## src/rtl/axis_replay_pkg.sv

```systemverilog
// Shared types for the replaying AXI-Stream packet FIFO.
// Holds the FSM state encoding and the response type encoding.
package axis_replay_pkg;

  typedef enum logic [1:0] {
    ST_SEND      = 2'd0,
    ST_DRAIN     = 2'd1,
    ST_WAIT_RESP = 2'd2
  } state_t;

  localparam logic RESP_ACK  = 1'b0;
  localparam logic RESP_NACK = 1'b1;

  localparam logic [15:0] REPLAY_MAX = 16'hFFFF;

endpackage

```

## src/rtl/axis_replay_fifo.sv

```systemverilog
// AXI-Stream packet FIFO that holds each packet until the far end
// acks it, and resends it verbatim on a nack.
// Ports:
//   clk, sresetn        : clock, async active-low reset
//   axis_i_*            : slave stream (packet input)
//   axis_o_*            : master stream (registered output)
//   resp_valid/nack     : delivery response, 1 = replay, 0 = release
//   resp_ready          : high while a response is awaited
//   replay_count        : saturating count of accepted nacks
module axis_replay_fifo
  import axis_replay_pkg::*;
#(
  parameter int AXIS_BYTES     = 1,
  parameter int AXIS_USER_BITS = 1,
  parameter int LOG2_DEPTH     = 8
) (
  input  logic                      clk,
  input  logic                      sresetn,
  input  logic [8*AXIS_BYTES-1:0]   axis_i_tdata,
  input  logic [AXIS_USER_BITS-1:0] axis_i_tuser,
  input  logic                      axis_i_tlast,
  input  logic                      axis_i_tvalid,
  output logic                      axis_i_tready,
  output logic [8*AXIS_BYTES-1:0]   axis_o_tdata,
  output logic [AXIS_USER_BITS-1:0] axis_o_tuser,
  output logic                      axis_o_tlast,
  output logic                      axis_o_tvalid,
  input  logic                      axis_o_tready,
  input  logic                      resp_valid,
  input  logic                      resp_nack,
  output logic                      resp_ready,
  output logic [15:0]               replay_count
);

  localparam int DW    = 8 * AXIS_BYTES;
  localparam int UW    = AXIS_USER_BITS;
  localparam int WW    = 1 + DW + UW;
  localparam int DEPTH = 1 << LOG2_DEPTH;
  localparam int AW    = LOG2_DEPTH;

  logic [WW-1:0] mem [DEPTH];

  // Pointers carry one extra wrap bit above the address.
  logic [AW:0] wr_ptr;
  logic [AW:0] rd_ptr;
  logic [AW:0] committed_rd_ptr;

  state_t state;
  state_t state_nxt;

  logic          full;
  logic          wr_en;
  logic          load;
  logic          o_hs;
  logic          ack;
  logic          nack;
  logic [WW-1:0] rd_word;

  // Space is only reclaimed on ack, so fullness is
  // measured against the committed pointer.
  assign full =
    (wr_ptr[AW-1:0] == committed_rd_ptr[AW-1:0]) &&
    (wr_ptr[AW] != committed_rd_ptr[AW]);

  assign axis_i_tready = !full;
  assign wr_en   = axis_i_tvalid && !full;
  assign rd_word = mem[rd_ptr[AW-1:0]];
  assign o_hs    = axis_o_tvalid && axis_o_tready;
  assign resp_ready = (state == ST_WAIT_RESP);

  always_comb begin
    state_nxt = state;
    load      = 1'b0;
    ack       = 1'b0;
    nack      = 1'b0;
    unique case (state)
      ST_SEND: begin
        if ((rd_ptr != wr_ptr) &&
            (!axis_o_tvalid || axis_o_tready)) begin
          load = 1'b1;
          if (rd_word[WW-1]) state_nxt = ST_DRAIN;
        end
      end
      ST_DRAIN: begin
        // Only the tlast word can be pending here.
        if (o_hs) state_nxt = ST_WAIT_RESP;
      end
      ST_WAIT_RESP: begin
        if (resp_valid) begin
          if (resp_nack == RESP_NACK) nack = 1'b1;
          else                        ack  = 1'b1;
          state_nxt = ST_SEND;
        end
      end
      default: state_nxt = ST_SEND;
    endcase
  end

  always_ff @(posedge clk) begin
    if (wr_en) begin
      mem[wr_ptr[AW-1:0]] <=
        {axis_i_tlast, axis_i_tdata, axis_i_tuser};
    end
  end

  always_ff @(posedge clk) begin
    if (load) begin
      {axis_o_tlast, axis_o_tdata, axis_o_tuser} <= rd_word;
    end
  end

  always_ff @(posedge clk or negedge sresetn) begin
    if (!sresetn) begin
      wr_ptr           <= '0;
      rd_ptr           <= '0;
      committed_rd_ptr <= '0;
      state            <= ST_SEND;
      axis_o_tvalid    <= 1'b0;
      replay_count     <= '0;
    end else begin
      state <= state_nxt;
      if (wr_en) wr_ptr <= wr_ptr + 1'b1;
      if (load)      rd_ptr <= rd_ptr + 1'b1;
      else if (nack) rd_ptr <= committed_rd_ptr;
      if (ack) committed_rd_ptr <= rd_ptr;
      if (load)      axis_o_tvalid <= 1'b1;
      else if (o_hs) axis_o_tvalid <= 1'b0;
      if (nack && (replay_count != REPLAY_MAX)) begin
        replay_count <= replay_count + 16'd1;
      end
    end
  end

endmodule

```

## config.mk

```make
export PLATFORM = sky130hd
export DESIGN_NAME = axis_replay_fifo
export DESIGN_NICKNAME = d
export VERILOG_FILES = /design/src/rtl/axis_replay_pkg.sv /design/src/rtl/axis_replay_fifo.sv
export SDC_FILE = /design/constraint.sdc
export NUM_CORES = 2
export LEC_CHECK = 0
export CAP_MARGIN = 20
export CORE_MARGIN = 4
export CORE_UTILIZATION = 40
export DETAILED_ROUTE_END_ITERATION = 8
export PLACE_DENSITY = 0.66
export SLEW_MARGIN = 20
export SYNTH_ARGS = -nofsm -noshare
export SYNTH_HDL_FRONTEND = slang
export SYNTH_SLANG_ARGS = --single-unit
```

## constraint.sdc

```tcl
create_clock -name clk -period 5.45 [get_ports clk]
set_clock_uncertainty 0.2 [all_clocks]
set_input_delay 0.8175 -clock clk [delete_from_list [all_inputs] [get_ports clk]]
set_output_delay 0.8175 -clock clk [all_outputs]
set_load 0.05 [all_outputs]
```

* After elaboration in Yosys (flattened, before gate mapping)
Memory sizes are Yosys's and may differ from the RTL's.
Index checks and enable logic that the tools add are counted.
** Word-level totals
- Bits in registers :: 56
- Memory bits (writable) :: 2560
- Bits of input ports :: 16
- Memories kept :: 1
** Memories
- mem :: depth 256, width 10, read ports 1, clocked after Yosys merged registers in 0, write ports 1, line axis_replay_fifo.sv:41 : logic [WW-1:0] mem [DEPTH];
** Cells by class
- Add/subtract/negate cells :: 3
- Equal/unequal tests :: 10
- Muxes and demuxes :: 19
- Reductions and logical operators :: 12
** Operators with widths (number)
- adder 9 x 1 -> 9 bit, second input constant :: 2
- two-way mux 9 bit :: 2
- adder 16 x 1 -> 16 bit, second input constant :: 1
- inequality test 16 bit, second input constant :: 1
- two-way mux 1 bit :: 12
- inequality test 9 bit :: 1
- equality test 8 bit :: 1
- two-way mux 2 bit :: 4
- inequality test 2 bit, second input constant :: 4
- case mux 2 bit (3 select lines) :: 1
- logical AND 1 bit :: 5
- AND reduction 4 bit :: 1
- nonzero test 2 bit :: 2
- equality test 2 x 1 -> 1 bit, second input constant :: 1
- equality test 2 bit, second input constant :: 1
- zero test 1 bit :: 2
- zero test 2 bit :: 1
- logical OR 1 bit :: 1
- inequality test 1 bit :: 1

* Depth between registers and ports, before layout
- Word-level depth :: 6
- Depth in mapped cells :: 13

* Worst setup path after synthesis
OpenSTA, ideal clock, no wires.
- Path kind :: register -> register
- Start :: register wr_ptr[7]
- End :: memory mem[100][0] in the netlist's numbering, enable pin
- Data arrival time :: 2831 ps
- Slack :: 2126 ps
- Stages on the path, launching flop included :: 10
- Buffers on the path :: 3
- Period minus slack after synthesis :: 3324 ps
- Cells stage by stage :: dfrtp_1 > clkbuf_1 > xor2_1 > nor4_1 > nand4_1 > and2_1 > clkbuf_1 > nand3_1 > clkbuf_1 > nor2_1
** Between the ends
- Longest elaborated chain between the ends :: 6
** Ends and longest elaborated chain
- start, declared :: line axis_replay_fifo.sv:44 : logic [AW:0] wr_ptr;
- start signal, assigned :: line axis_replay_fifo.sv:122 : if (wr_en) wr_ptr <= wr_ptr + 1'b1;
- equality test 8 bit :: line axis_replay_fifo.sv:62 : (wr_ptr[AW-1:0] == committed_rd_ptr[AW-1:0]) &&
- logical AND 1 bit :: line axis_replay_fifo.sv:62
- zero test 1 bit
- net axis_i_tready :: line axis_replay_fifo.sv:23 : output logic axis_i_tready,
- logical AND 1 bit :: line axis_replay_fifo.sv:66 : assign wr_en = axis_i_tvalid && !full;
- two-way mux 1 bit :: line axis_replay_fifo.sv:100 : if (wr_en) begin
- two-way mux 1 bit (not written as such) :: line axis_replay_fifo.sv:101 : mem[wr_ptr[AW-1:0]] <=
- end, declared :: line axis_replay_fifo.sv:41
The timed path passes the listed nets, and every way through them passes these cells.

* Final worst setup path
- Start :: register rd_ptr[0]
- End :: register axis_o_tdata[4], data pin
** Between the ends
- Longest elaborated chain between the ends :: 1
** Ends and longest elaborated chain
- start, declared :: line axis_replay_fifo.sv:45 : logic [AW:0] rd_ptr;
- start signal, assigned :: line axis_replay_fifo.sv:123 : if (load) rd_ptr <= rd_ptr + 1'b1;
- start signal, assigned :: line axis_replay_fifo.sv:124 : else if (nack) rd_ptr <= committed_rd_ptr;
- memory (256 x 10 bit)
- net rd_word[5] :: line axis_replay_fifo.sv:57 : logic [WW-1:0] rd_word;
- end signal, assigned :: line axis_replay_fifo.sv:108 : {axis_o_tlast, axis_o_tdata, axis_o_tuser} <= rd_word;
- end, declared :: line axis_replay_fifo.sv:24 : output logic [8*AXIS_BYTES-1:0] axis_o_tdata,
The timed path passes the listed nets, and every way through them passes these cells.
A chain may end at the register's enable or synchronous reset.

==> run metrics <==
global-route wire length before repair=366000 microns; Critical Path Most Common Cell=mux4_2; CTS Root Cell=clkbuf_16; unrepaired setup endpoints after global routing=false; wl on met1=99400 microns; CTS buffer count=279; initial antenna violation count=12; Synth area leader=edfxtp_1; CP arrival=5.19 ns; Max Used Layer=met5; Synth Area in Simple Gates=1.98%; Critical-path top delay cell=dfrtp_4; synth unique cells=57; combinational family with the most area after synthesis=multiplexers; vias post-DR=48600; top cell type's share of synthesized area=around three quarters; area delta synth->final=14.7%; mux share of post-synthesis cell area=17.8%; drt pass-1 iters=5; PortBufs=44; drt drc=0; IO Count=45; Die Y=511 microns; met2 wire length=120000 microns; Mapped Cells=4370; Congestion Overflow GR=0; clock tree buffer depth=4; Max Cap Violations=0; adder-cell share of the synthesized area=less than 1%; DR WL met3=24800 microns; status=finished clean; Main synth FF type=edfxtp_1; Starting Density=40.2%; Final min period=4.76 ns; setup TNS=0 ns; routability-driven placement congestion ratio=0.849; CP peak stage delay=1.11 ns; DR WL/cell=a little over 30 microns; Post-synth EDFFs=2570; syn avg cell area=23.1 sq um; Skew-Pair Late Insertion Delay=around 0.92 ns; Place WS=about 0.59 ns; sw frac=28.3%; worst slew pin tran=1.18 ns; Pint=39.0 mW; pin count of the biggest net entering global routing=169; Synthesized Nets=4392; layout cell share with drive strength beyond 1=30.6%; Vias/cell=a little under 6; Final Hold Violating Endpoints=0; GRT Total Usage=19.3%; Comb power frac=25.3%; Crit. End Element=flip-flop; # rows=approximately 180; leakage power=35.8 nW; initial drt markers=6657; NetSw=15.4 mW; flop and latch count out of synthesis=2616; Max Slew Vio Count=0; Max FO, Critical Path=40; DRT Wirelength=254000 microns; maximum clock rate=between 200 and 250 MHz; XOR/XNOR share of the synthesized area=less than 1%; clock network power share=32.3%; Power Density=469 nW/um^2; Slew HR=21.1%; CP Launch Type=flip-flop; CP required=5.88 ns; die area=about 260000 sq um; sequential share of power=42.3%; Crit Path Class=reg -> reg; worst path cell trace=buf_4 > mux4_2 > mux4_2 > a22o_1 > a221oi_1 > o211ai_1; via count of the first global-routing pass=48700; Die Wd=511 microns; Synth Area in Compound Gates=1.08%; synthesized cell area=101000 sq um; Routed Antenna Nets=0; Seq/Total Area, Yosys=about 77%; Hold WC Path Type=in -> reg; final net count=4800; DP HPWL=151000 microns; PnR worst setup slack=just under 0.7 ns; Worst VDD drop=between 0.4 and 0.5 mV; Setup Viol. Count Final=0; Syn. warnings=0; Clock Pin Slew Worst Setup and Hold Paths=around 0.06 ns; fin util=a little under half; Core ar.=approximately 250000 sq um; H-tree depth=5; ys async rst share=1.76%; fin crit share=87.4%; total clock sinks=2616; CTS tree=done; synth top area cells=edfxtp_1 76%, mux4_2 17%, dfrtp_1 1.1%, nor2_1 1.0%, clkbuf_1 0.38%
==> cell usage in the layout (no fill, tap or decap), types with 21 or more instances in the layout <==
cell and instances:
clkinv_2 33, a21oi_1 31, mux2i_1 30, nand3_1 22, edfxtp_1 2570, buf_4 295
dfrtp_1 41, nand2_1 65, clkbuf_1 66, mux4_2 775, clkbuf_16 283, clkdlybuf4s50_1 33
nor2_1 271, nor3_1 21, buf_12 39, a22oi_1 46, xnor2_1 30, clkinv_1 50
==> timing repair <==
item	CTS	global route
hold endpoints to repair	46	0
setup buffers	0	0
hold buffers	1	0
endpoints found under the setup margin	0	0
resized for setup	0	0
==> power groups by stage <==
stage | Combinational, mW | Clock, mW | Sequential (mW)
finish | 13.8 | 17.6 | 23.0
detailed placement | 13.9 | 0 | 23.4
global route | 14.4 | 18.7 | 23.0
floorplan | 9.07 | 0 | 23.1
global placement | 13.8 | 0 | 23.4
CTS | 13.9 | 17.9 | 23.0
==> metal layers <==
| layer | vias up | track usage (%) |
|---|---|---|
| met2 | 2664 | 29.9 |
| li1 | 19400 | - |
| met4 | 6 | 6.85 |
| met1 | 26100 | 27.4 |
| met3 | 472 | 3.96 |
| met5 | - | 0 |
==> state kept, by name, indices dropped and copies added, names as in the netlist, 2 cells and up <==
| name | count |
|---|---|
| wr_ptr | 9 |
| replay_count | 16 |
| mem | 2560 |
| committed_rd_ptr | 9 |
| axis_o_tdata | 8 |
| rd_ptr | 9 |
| state | 2 |
==> layout make-up <==
class	count	area, sq um
Clock buffer	353	7380
Multi-Input combinational cell	1492	21600
Tap cell	3348	4190
Inverter	10	37.5
Timing Repair Buffer	379	3480
Clock inverter	114	885
Fill cell	20400	135000
Sequential cell	2616	78300
Antenna cell	9	22.5
==> worst max-delay path, delay by kind of cell, from the launching register on <==
family	cells	cell delay, ns
flip-flops	1	1.11
buffers and inverters	1	0.69
multiplexers	2	1.10
AO/OA/AOI/OAI	3	1.29
==> worst paths after layout <==
kind	depth (start not counted)	startpoint	slack, ns	to
min in group asynchronous	3	sresetn	0.37	replay_count[8]
max in group asynchronous	3	sresetn	4.11	rd_ptr[3]
hold / removal	1	axis_i_tlast	0.06	mem[29][9]
hold reg to reg	1	state[1]	0.29	state[1]
setup reg to reg	6	rd_ptr[0]	0.69	axis_o_tdata[4]
setup / recovery	6	rd_ptr[0]	0.69	axis_o_tdata[4]
==> logic make-up after synthesis <==
family                     Yosys count
AOI/OAI and AO/OA                  156
xor gates and xnor gates            41
adders and majority gates            6
muxes                              824
DFF                               2616
buffers and inverters              262
and+or+nand+nor                    465
==> per-stage QoR <==
stage	area [sq um]	hold slack (ns)	cells	power, mW
after global placement	108000	0.276	7844	37.2
after global routing	116000	0.0310	8318	56.2
after CTS	116000	0.00376	8312	54.8
after floorplan	101000	0.247	4370	32.2
final	116000	0.0628	8321	54.4
after detailed placement	108000	0.277	7844	37.3
==> synthesized netlist by cell type, types with 24 or more instances <==
cell,n
nor2_1,276
nand2_1,65
mux2i_1,30
nand3_1,34
buf_2,75
dfrtp_1,46
edfxtp_1,2570
xnor2_1,30
buf_4,24
mux4_2,775
clkbuf_1,103
a22oi_1,46
a21oi_1,31
buf_1,36
Power figures use the tool's default switching activity.
